<file path="config.mk">
export PLATFORM = sky130hd
export DESIGN_NAME = reset_sequencer_flat
export DESIGN_NICKNAME = d
export VERILOG_FILES = /design/src/rtl/reset_sequencer_if.sv /design/src/rtl/reset_sequencer.sv /design/src/flat_wrapper.sv
export SDC_FILE = /design/constraint.sdc
export NUM_CORES = 1
export LEC_CHECK = 0
export CAP_MARGIN = 20
export CORE_MARGIN = 5
export CORE_UTILIZATION = 55
export CTS_CLUSTER_DIAMETER = 80
export DETAILED_ROUTE_END_ITERATION = 12
export GPL_TIMING_DRIVEN = 0
export PLACE_DENSITY = 0.79
export SETUP_SLACK_MARGIN = 0.15
export SLEW_MARGIN = 10
export SYNTH_ARGS = -nofsm -noshare
export SYNTH_HDL_FRONTEND = slang
export SYNTH_SLANG_ARGS = --single-unit
</file>
<file path="constraint.sdc">
create_clock -name clk -period 3.5 [get_ports clk]
set_input_delay 0.7 -clock clk [delete_from_list [all_inputs] [get_ports clk]]
set_output_delay 0.7 -clock clk [all_outputs]
set_load 0.01 [all_outputs]
</file>
<file path="src/rtl/reset_sequencer_if.sv">
// Software-reset handshake bundle between the system controller, the three
// reset domains and the reset sequencer (slave = the sequencer).
interface reset_sequencer_if;
   logic       SoftwareResetIn;
   logic [3:0] ResetVectorIn;
   logic       ResetResponseOut;
   logic       FullResetOut;
   logic       DataResetReq;
   logic       IOResetReq;
   logic       InstResetReq;
   logic       DataResetAck;
   logic       IOResetAck;
   logic       InstResetAck;
   logic       Busy;
   logic [2:0] TimedOutDomains;

   // Controller plus domains as seen from the outside.
   modport master (
      output SoftwareResetIn, ResetVectorIn,
      output DataResetAck, IOResetAck, InstResetAck,
      input  ResetResponseOut, FullResetOut,
      input  DataResetReq, IOResetReq, InstResetReq,
      input  Busy, TimedOutDomains
   );

   modport slave (
      input  SoftwareResetIn, ResetVectorIn,
      input  DataResetAck, IOResetAck, InstResetAck,
      output ResetResponseOut, FullResetOut,
      output DataResetReq, IOResetReq, InstResetReq,
      output Busy, TimedOutDomains
   );
endinterface

</file>
<file path="src/rtl/reset_sequencer.sv">
// Responder side of the software-reset handshake: optional full-reset hold,
// then Data/IO domains, then Inst domain, then a one-cycle completion pulse.
module reset_sequencer #(
   parameter int FULL_HOLD_CYCLES = 4,
   parameter int TIMEOUT_CYCLES   = 256,
   parameter int TIMER_W          = 9
) (
   input  logic             clk,
   input  logic             async_rst,
   input  logic             clk_en,
   reset_sequencer_if.slave bus
);
   typedef enum logic [2:0] {
      S_IDLE, S_FULL_HOLD, S_PHASE1, S_PHASE2, S_RESPOND
   } state_e;

   localparam logic [TIMER_W-1:0] FULL_LAST = TIMER_W'(FULL_HOLD_CYCLES - 1);
   localparam logic [TIMER_W-1:0] TMO_LAST  = TIMER_W'(TIMEOUT_CYCLES - 1);
   localparam bit                 TMO_EN    = (TIMEOUT_CYCLES != 0);

   state_e               state_q;
   logic [TIMER_W-1:0]   timer_q;
   logic [2:0]           mask_q;   // {Inst, IO, Data} still to be reset
   logic [2:0]           tmo_q;
   logic                 full_q;
   logic                 dreq_q;
   logic                 ioreq_q;
   logic                 ireq_q;
   logic                 resp_q;

   logic                 tmo_hit;
   logic [1:0]           p1_ack;
   logic [1:0]           p1_left_d;
   logic                 inst_ack;

   // Acks only count while their own request is raised.
   always_comb begin
      tmo_hit   = TMO_EN && (timer_q == TMO_LAST);
      p1_ack    = {bus.IOResetAck & ioreq_q, bus.DataResetAck & dreq_q};
      p1_left_d = mask_q[1:0] & ~p1_ack;
      inst_ack  = bus.InstResetAck & ireq_q;
   end

   always_ff @(posedge clk or posedge async_rst) begin
      if (async_rst) begin
         state_q <= S_IDLE;
         timer_q <= '0;
         mask_q  <= '0;
         tmo_q   <= '0;
         full_q  <= 1'b0;
         dreq_q  <= 1'b0;
         ioreq_q <= 1'b0;
         ireq_q  <= 1'b0;
         resp_q  <= 1'b0;
      end else if (clk_en) begin
         case (state_q)
            S_IDLE: begin
               if (bus.SoftwareResetIn) begin
                  tmo_q   <= '0;
                  timer_q <= '0;
                  if (bus.ResetVectorIn[3]) begin
                     state_q <= S_FULL_HOLD;
                     mask_q  <= 3'b111;
                     full_q  <= 1'b1;
                  end else if (|bus.ResetVectorIn[1:0]) begin
                     state_q <= S_PHASE1;
                     mask_q  <= bus.ResetVectorIn[2:0];
                     dreq_q  <= bus.ResetVectorIn[0];
                     ioreq_q <= bus.ResetVectorIn[1];
                  end else if (bus.ResetVectorIn[2]) begin
                     state_q <= S_PHASE2;
                     mask_q  <= 3'b100;
                     ireq_q  <= 1'b1;
                  end else begin
                     state_q <= S_RESPOND;
                     resp_q  <= 1'b1;
                  end
               end
            end

            S_FULL_HOLD: begin
               if (timer_q == FULL_LAST) begin
                  state_q <= S_PHASE1;
                  timer_q <= '0;
                  full_q  <= 1'b0;
                  dreq_q  <= mask_q[0];
                  ioreq_q <= mask_q[1];
               end else begin
                  timer_q <= timer_q + 1'b1;
               end
            end

            // Whatever is still pending when the timer expires is flagged and
            // treated as done; an ack in that same cycle already cleared it.
            S_PHASE1: begin
               if (p1_left_d == 2'b00 || tmo_hit) begin
                  if (tmo_hit) tmo_q[1:0] <= tmo_q[1:0] | p1_left_d;
                  mask_q[1:0] <= 2'b00;
                  dreq_q      <= 1'b0;
                  ioreq_q     <= 1'b0;
                  timer_q     <= '0;
                  if (mask_q[2]) begin
                     state_q <= S_PHASE2;
                     ireq_q  <= 1'b1;
                  end else begin
                     state_q <= S_RESPOND;
                     resp_q  <= 1'b1;
                  end
               end else begin
                  mask_q[1:0] <= p1_left_d;
                  dreq_q      <= p1_left_d[0];
                  ioreq_q     <= p1_left_d[1];
                  timer_q     <= timer_q + 1'b1;
               end
            end

            S_PHASE2: begin
               if (inst_ack || tmo_hit) begin
                  if (!inst_ack) tmo_q[2] <= 1'b1;
                  mask_q[2] <= 1'b0;
                  ireq_q    <= 1'b0;
                  state_q   <= S_RESPOND;
                  resp_q    <= 1'b1;
               end else begin
                  timer_q <= timer_q + 1'b1;
               end
            end

            S_RESPOND: begin
               resp_q  <= 1'b0;
               state_q <= S_IDLE;
            end

            default: state_q <= S_IDLE;
         endcase
      end
   end

   assign bus.ResetResponseOut = resp_q;
   assign bus.FullResetOut     = full_q;
   assign bus.DataResetReq     = dreq_q;
   assign bus.IOResetReq       = ioreq_q;
   assign bus.InstResetReq     = ireq_q;
   assign bus.Busy             = (state_q != S_IDLE);
   assign bus.TimedOutDomains  = tmo_q;
endmodule

</file>
<file path="src/flat_wrapper.sv">
// flat-port wrapper written by rule: the top's interface ports become plain ports
module reset_sequencer_flat 
#(
   parameter int FULL_HOLD_CYCLES = 4,
   parameter int TIMEOUT_CYCLES   = 256,
   parameter int TIMER_W          = 9
)
  (clk, async_rst, clk_en, bus_SoftwareResetIn, bus_ResetVectorIn, bus_DataResetAck, bus_IOResetAck, bus_InstResetAck, bus_ResetResponseOut, bus_FullResetOut, bus_DataResetReq, bus_IOResetReq, bus_InstResetReq, bus_Busy, bus_TimedOutDomains);
  reset_sequencer_if bus_i ();
  input  logic clk;
  input  logic async_rst;
  input  logic clk_en;
  input wire logic [$bits(bus_i.SoftwareResetIn)-1:0] bus_SoftwareResetIn;
  input wire logic [$bits(bus_i.ResetVectorIn)-1:0] bus_ResetVectorIn;
  input wire logic [$bits(bus_i.DataResetAck)-1:0] bus_DataResetAck;
  input wire logic [$bits(bus_i.IOResetAck)-1:0] bus_IOResetAck;
  input wire logic [$bits(bus_i.InstResetAck)-1:0] bus_InstResetAck;
  output wire logic [$bits(bus_i.ResetResponseOut)-1:0] bus_ResetResponseOut;
  output wire logic [$bits(bus_i.FullResetOut)-1:0] bus_FullResetOut;
  output wire logic [$bits(bus_i.DataResetReq)-1:0] bus_DataResetReq;
  output wire logic [$bits(bus_i.IOResetReq)-1:0] bus_IOResetReq;
  output wire logic [$bits(bus_i.InstResetReq)-1:0] bus_InstResetReq;
  output wire logic [$bits(bus_i.Busy)-1:0] bus_Busy;
  output wire logic [$bits(bus_i.TimedOutDomains)-1:0] bus_TimedOutDomains;
  assign bus_i.SoftwareResetIn = bus_SoftwareResetIn;
  assign bus_i.ResetVectorIn = bus_ResetVectorIn;
  assign bus_i.DataResetAck = bus_DataResetAck;
  assign bus_i.IOResetAck = bus_IOResetAck;
  assign bus_i.InstResetAck = bus_InstResetAck;
  assign bus_ResetResponseOut = bus_i.ResetResponseOut;
  assign bus_FullResetOut = bus_i.FullResetOut;
  assign bus_DataResetReq = bus_i.DataResetReq;
  assign bus_IOResetReq = bus_i.IOResetReq;
  assign bus_InstResetReq = bus_i.InstResetReq;
  assign bus_Busy = bus_i.Busy;
  assign bus_TimedOutDomains = bus_i.TimedOutDomains;
  reset_sequencer #(.FULL_HOLD_CYCLES(FULL_HOLD_CYCLES), .TIMEOUT_CYCLES(TIMEOUT_CYCLES), .TIMER_W(TIMER_W)) u_core (.clk(clk), .async_rst(async_rst), .clk_en(clk_en), .bus(bus_i));
endmodule
</file>
==> run summary <==
status: finished clean
ys async rst share: 100%
1st-pass router iterations: 5
synth-to-layout area growth: 15.6%
maximum VDD drop: 0.000536 V
GRT met2 Usage: 30.7%
DRC: 0
gr busiest metal: met2
synth warn: 0
gpl congestion: 0.910
RR Startpoint: u_core.timer_q[0]$_DFFE_PP0P_
largest delay contributor family on the critical path: buffers and inverters
layout cells sized above 1: 11.7%
die span in y: 63.6 µm
routed len/inst: 16.8 µm
final setup fails: 0
post-synthesis sequential area ratio: 36.4%
initial cell density of the core: 57.4%
Area contributors post-synth: dfrtp_1 36%, o21ai_0 4.4%, o311ai_0 4.4%
core box area: 2760 µm²
crit path time final: 2920 ps
Clock Sinks: 23
initial antenna violation count: 0
Max Cap Violations: 0
Crit-path slowest cell: clkdlybuf4s50_1
Num CTS Buffers: 3
Syn Inst Count: 174
met3 usage: 4.09%
drt total wl: 3820 µm
Worst-path clk slew: 130 ps
Max Transition Viols Final: 0
Critical Path Sink: bus_Busy
synthesized cell area: 1580 µm²
final setup TNS: 0 ps
FF+latch count, synth: 23
met1 Resource Use GR: 29.1%
dominant cell type by area after synthesis: dfrtp_1
Mapped Avg Cell Area: 9.10 µm²
Synth Area in Simple Gates: 21.3%
P_int: 0.705 mW
DRT antenna net count: 0
count leader, synth: dfrtp_1
Rows: 19
chip width: 63.6 µm
RSZ-0062 raised after global routing: false
endpoint type of the worst setup path: output pin
# nets final: 210
I/O Pins: 20
critical setup path kind: reg2out
Distinct cells, synth: 48
largest family of logic cells by synthesized area: compound AO/OA/AOI/OAI gates
HPWL after DPL: 2910 µm
ys flop type: dfrtp_1
combinational share of power: 56.1%
top post-synthesis cells by count: 23 x dfrtp_1, 14 x nand2_1, 14 x o21ai_0, 13 x nor2_1, 11 x inv_1
period utilization: 83.3%
Vias: 1523
H-tree Lvls: 1
number of global-route vias before repair: 1411
WP buf/inv: 4
Leak: 0.759 nW
Worst Setup SP: u_core.state_q[0]$_DFFE_PP0P_
DIE AREA: 4050 µm²
Yosys top cell area share: 36.4%
Vias/cell: 6.71
Critical Path AT: 2220 ps
syn nets: 187
Slowest Stage Delay on Critical Path: 520 ps
Startpoint Class: flip-flop
mux contribution to synthesized area: 3.95%
CP required: 2800 ps
clk_skew: 1.29 ps
Post-Synth XOR/XNOR Area: 0%
CTS tree: built
clk_lat worst skew: 320 ps
R2R setup slack: 670 ps
total stage count of the critical path: 5
Sw Share: 44.3%
worst r2r dst: u_core.timer_q[3]$_DFFE_PP0P_
# hold bufs at CTS: 0
global route overflow: 0
Port Buffers: 18
post-layout util: 66.3%
first-pass GRT wire length: 6730 µm
CTS Buffer Depth: 2
worst-path fanout max: 10
ant diodes: 0
Fin. Hold Viols: 0
number of flops mapped to enable cells by yosys: 0
sequential share of power: 33.9%
Clk network pwr share: 10.0%
Global Route Usage Sum: 20.3%
cts repair resizes: 0
clock root cell: clkbuf_4
f_max: 343 MHz
Post-Synth Adder-Cell Area: 1.58%
Rel. slew slack: 40.6%
Slew @ Worst Pin: 890 ps
Cell Chain, Critical Path: buf_6, buf_2, nor3_1, inv_1, clkdlybuf4s50_1
Post-CTS Repair Setup Buffers: 0
Filler cells: 228
net switching power: 0.559 mW
Power Density: 691 nW/µm²
DR iter-0 viols: 111
reg2reg path depth: 9
largest net degree at the start of global routing: 24
Compound-Gate Fraction of Synth Area: 31.2%
Worst Hold Class: reg2reg
[through the flow]
| step | power [mW] | cell area (µm²) | instances | setup WS (ps) | hold WS (ps) |
|---|---|---|---|---|---|
| after CTS | 1.26 | 1830 | 227 | 585 | 519 |
| after detailed placement | 1.13 | 1800 | 223 | 745 | 491 |
| after floorplan | 0.922 | 1580 | 174 | 960 | 473 |
| after global placement | 1.12 | 1800 | 223 | 762 | 478 |
| after global routing | 1.37 | 1830 | 227 | 386 | 555 |
| final | 1.26 | 1830 | 227 | 584 | 512 |
[state kept, by name, indices dropped and copies added, names as in the netlist]
name,cells
u_core.bus.FullResetOut,1
u_core.state_q,3
u_core.mask_q,3
u_core.bus.DataResetReq,1
u_core.bus.ResetResponseOut,1
u_core.bus.IOResetReq,1
u_core.bus.InstResetReq,1
u_core.bus.TimedOutDomains,3
u_core.timer_q,9
[area by class of cell]
cell class | instances | area [µm²] | share of cell area [%]
Buffer | 7 | 46.3 | 2.53
Clock buffer | 3 | 22.5 | 1.23
Clock inverter | 1 | 5.00 | 0.274
Inverter | 11 | 41.3 | 2.26
Multi-Input combinational cell | 133 | 920 | 50.3
Sequential cell | 23 | 576 | 31.5
Tap cell | 31 | 38.8 | 2.12
Timing Repair Buffer | 18 | 180 | 9.85
[worst register-to-register path, stage by stage, from the launching register on]
cell and delay [ps]:
dfrtp_1 430, ha_1 240, and3_1 230, and3_1 200
and3_1 190, ha_1 240, or4b_4 570, o21ba_4 320
o31ai_4 130, o211ai_2 210
[cells in the final DEF, fill, tap and decap left out, types with 3 or more instances in the layout]
| master | count |
|---|---|
| o211ai_2 | 4 |
| nand3_1 | 8 |
| or2_2 | 3 |
| nor3_1 | 5 |
| clkbuf_4 | 3 |
| nor2_1 | 13 |
| o21ai_1 | 3 |
| mux2i_1 | 4 |
| inv_1 | 11 |
| a22o_1 | 3 |
| a2bb2oi_1 | 4 |
| o311ai_0 | 8 |
| dfrtp_1 | 23 |
| clkdlybuf4s50_1 | 18 |
| and3_1 | 4 |
| nand2_1 | 14 |
| o21ai_0 | 14 |
| a21oi_1 | 9 |
[routing by layer]
metal	vias to the layer above	wire length (µm)
li1	716	-
met1	743	1760
met2	59	1740
met3	5	270
met4	0	45
met5	-	0
[cell families (layout without fill, tap and decap cells)]
logic type / Yosys count / after routing
AO/OA/AOI/OAI: 63 / 63
AND/OR/NAND/NOR: 62 / 62
flip-flops: 23 / 23
buffers and inverters: 18 / 40
multiplexers: 6 / 6
adder cells (fa/ha/maj): 2 / 2
[power groups by stage]
stage                     Sequential (mW)  Combinational, mW  Clock, mW
after global placement              0.427              0.694          0
after global routing                0.442              0.786      0.146
after detailed placement            0.432              0.703          0
after floorplan                     0.422              0.500          0
final                               0.429              0.709      0.127
after CTS                           0.427              0.707      0.128
[worst min path at each step]
stage	from	to	slack, ps	depth (start not counted)
global route	u_core.timer_q[0]$_DFFE_PP0P_	u_core.timer_q[0]$_DFFE_PP0P_	560	1
floorplan	u_core.timer_q[0]$_DFFE_PP0P_	u_core.timer_q[0]$_DFFE_PP0P_	470	1
CTS	u_core.bus.ResetResponseOut$_DFFE_PP0P_	u_core.bus.ResetResponseOut$_DFFE_PP0P_	520	1
global placement	u_core.bus.ResetResponseOut$_DFFE_PP0P_	u_core.bus.ResetResponseOut$_DFFE_PP0P_	480	1
detailed placement	u_core.bus.ResetResponseOut$_DFFE_PP0P_	u_core.bus.ResetResponseOut$_DFFE_PP0P_	490	1
finish	u_core.bus.ResetResponseOut$_DFFE_PP0P_	u_core.bus.ResetResponseOut$_DFFE_PP0P_	510	1
Power figures use the tool's default switching activity.
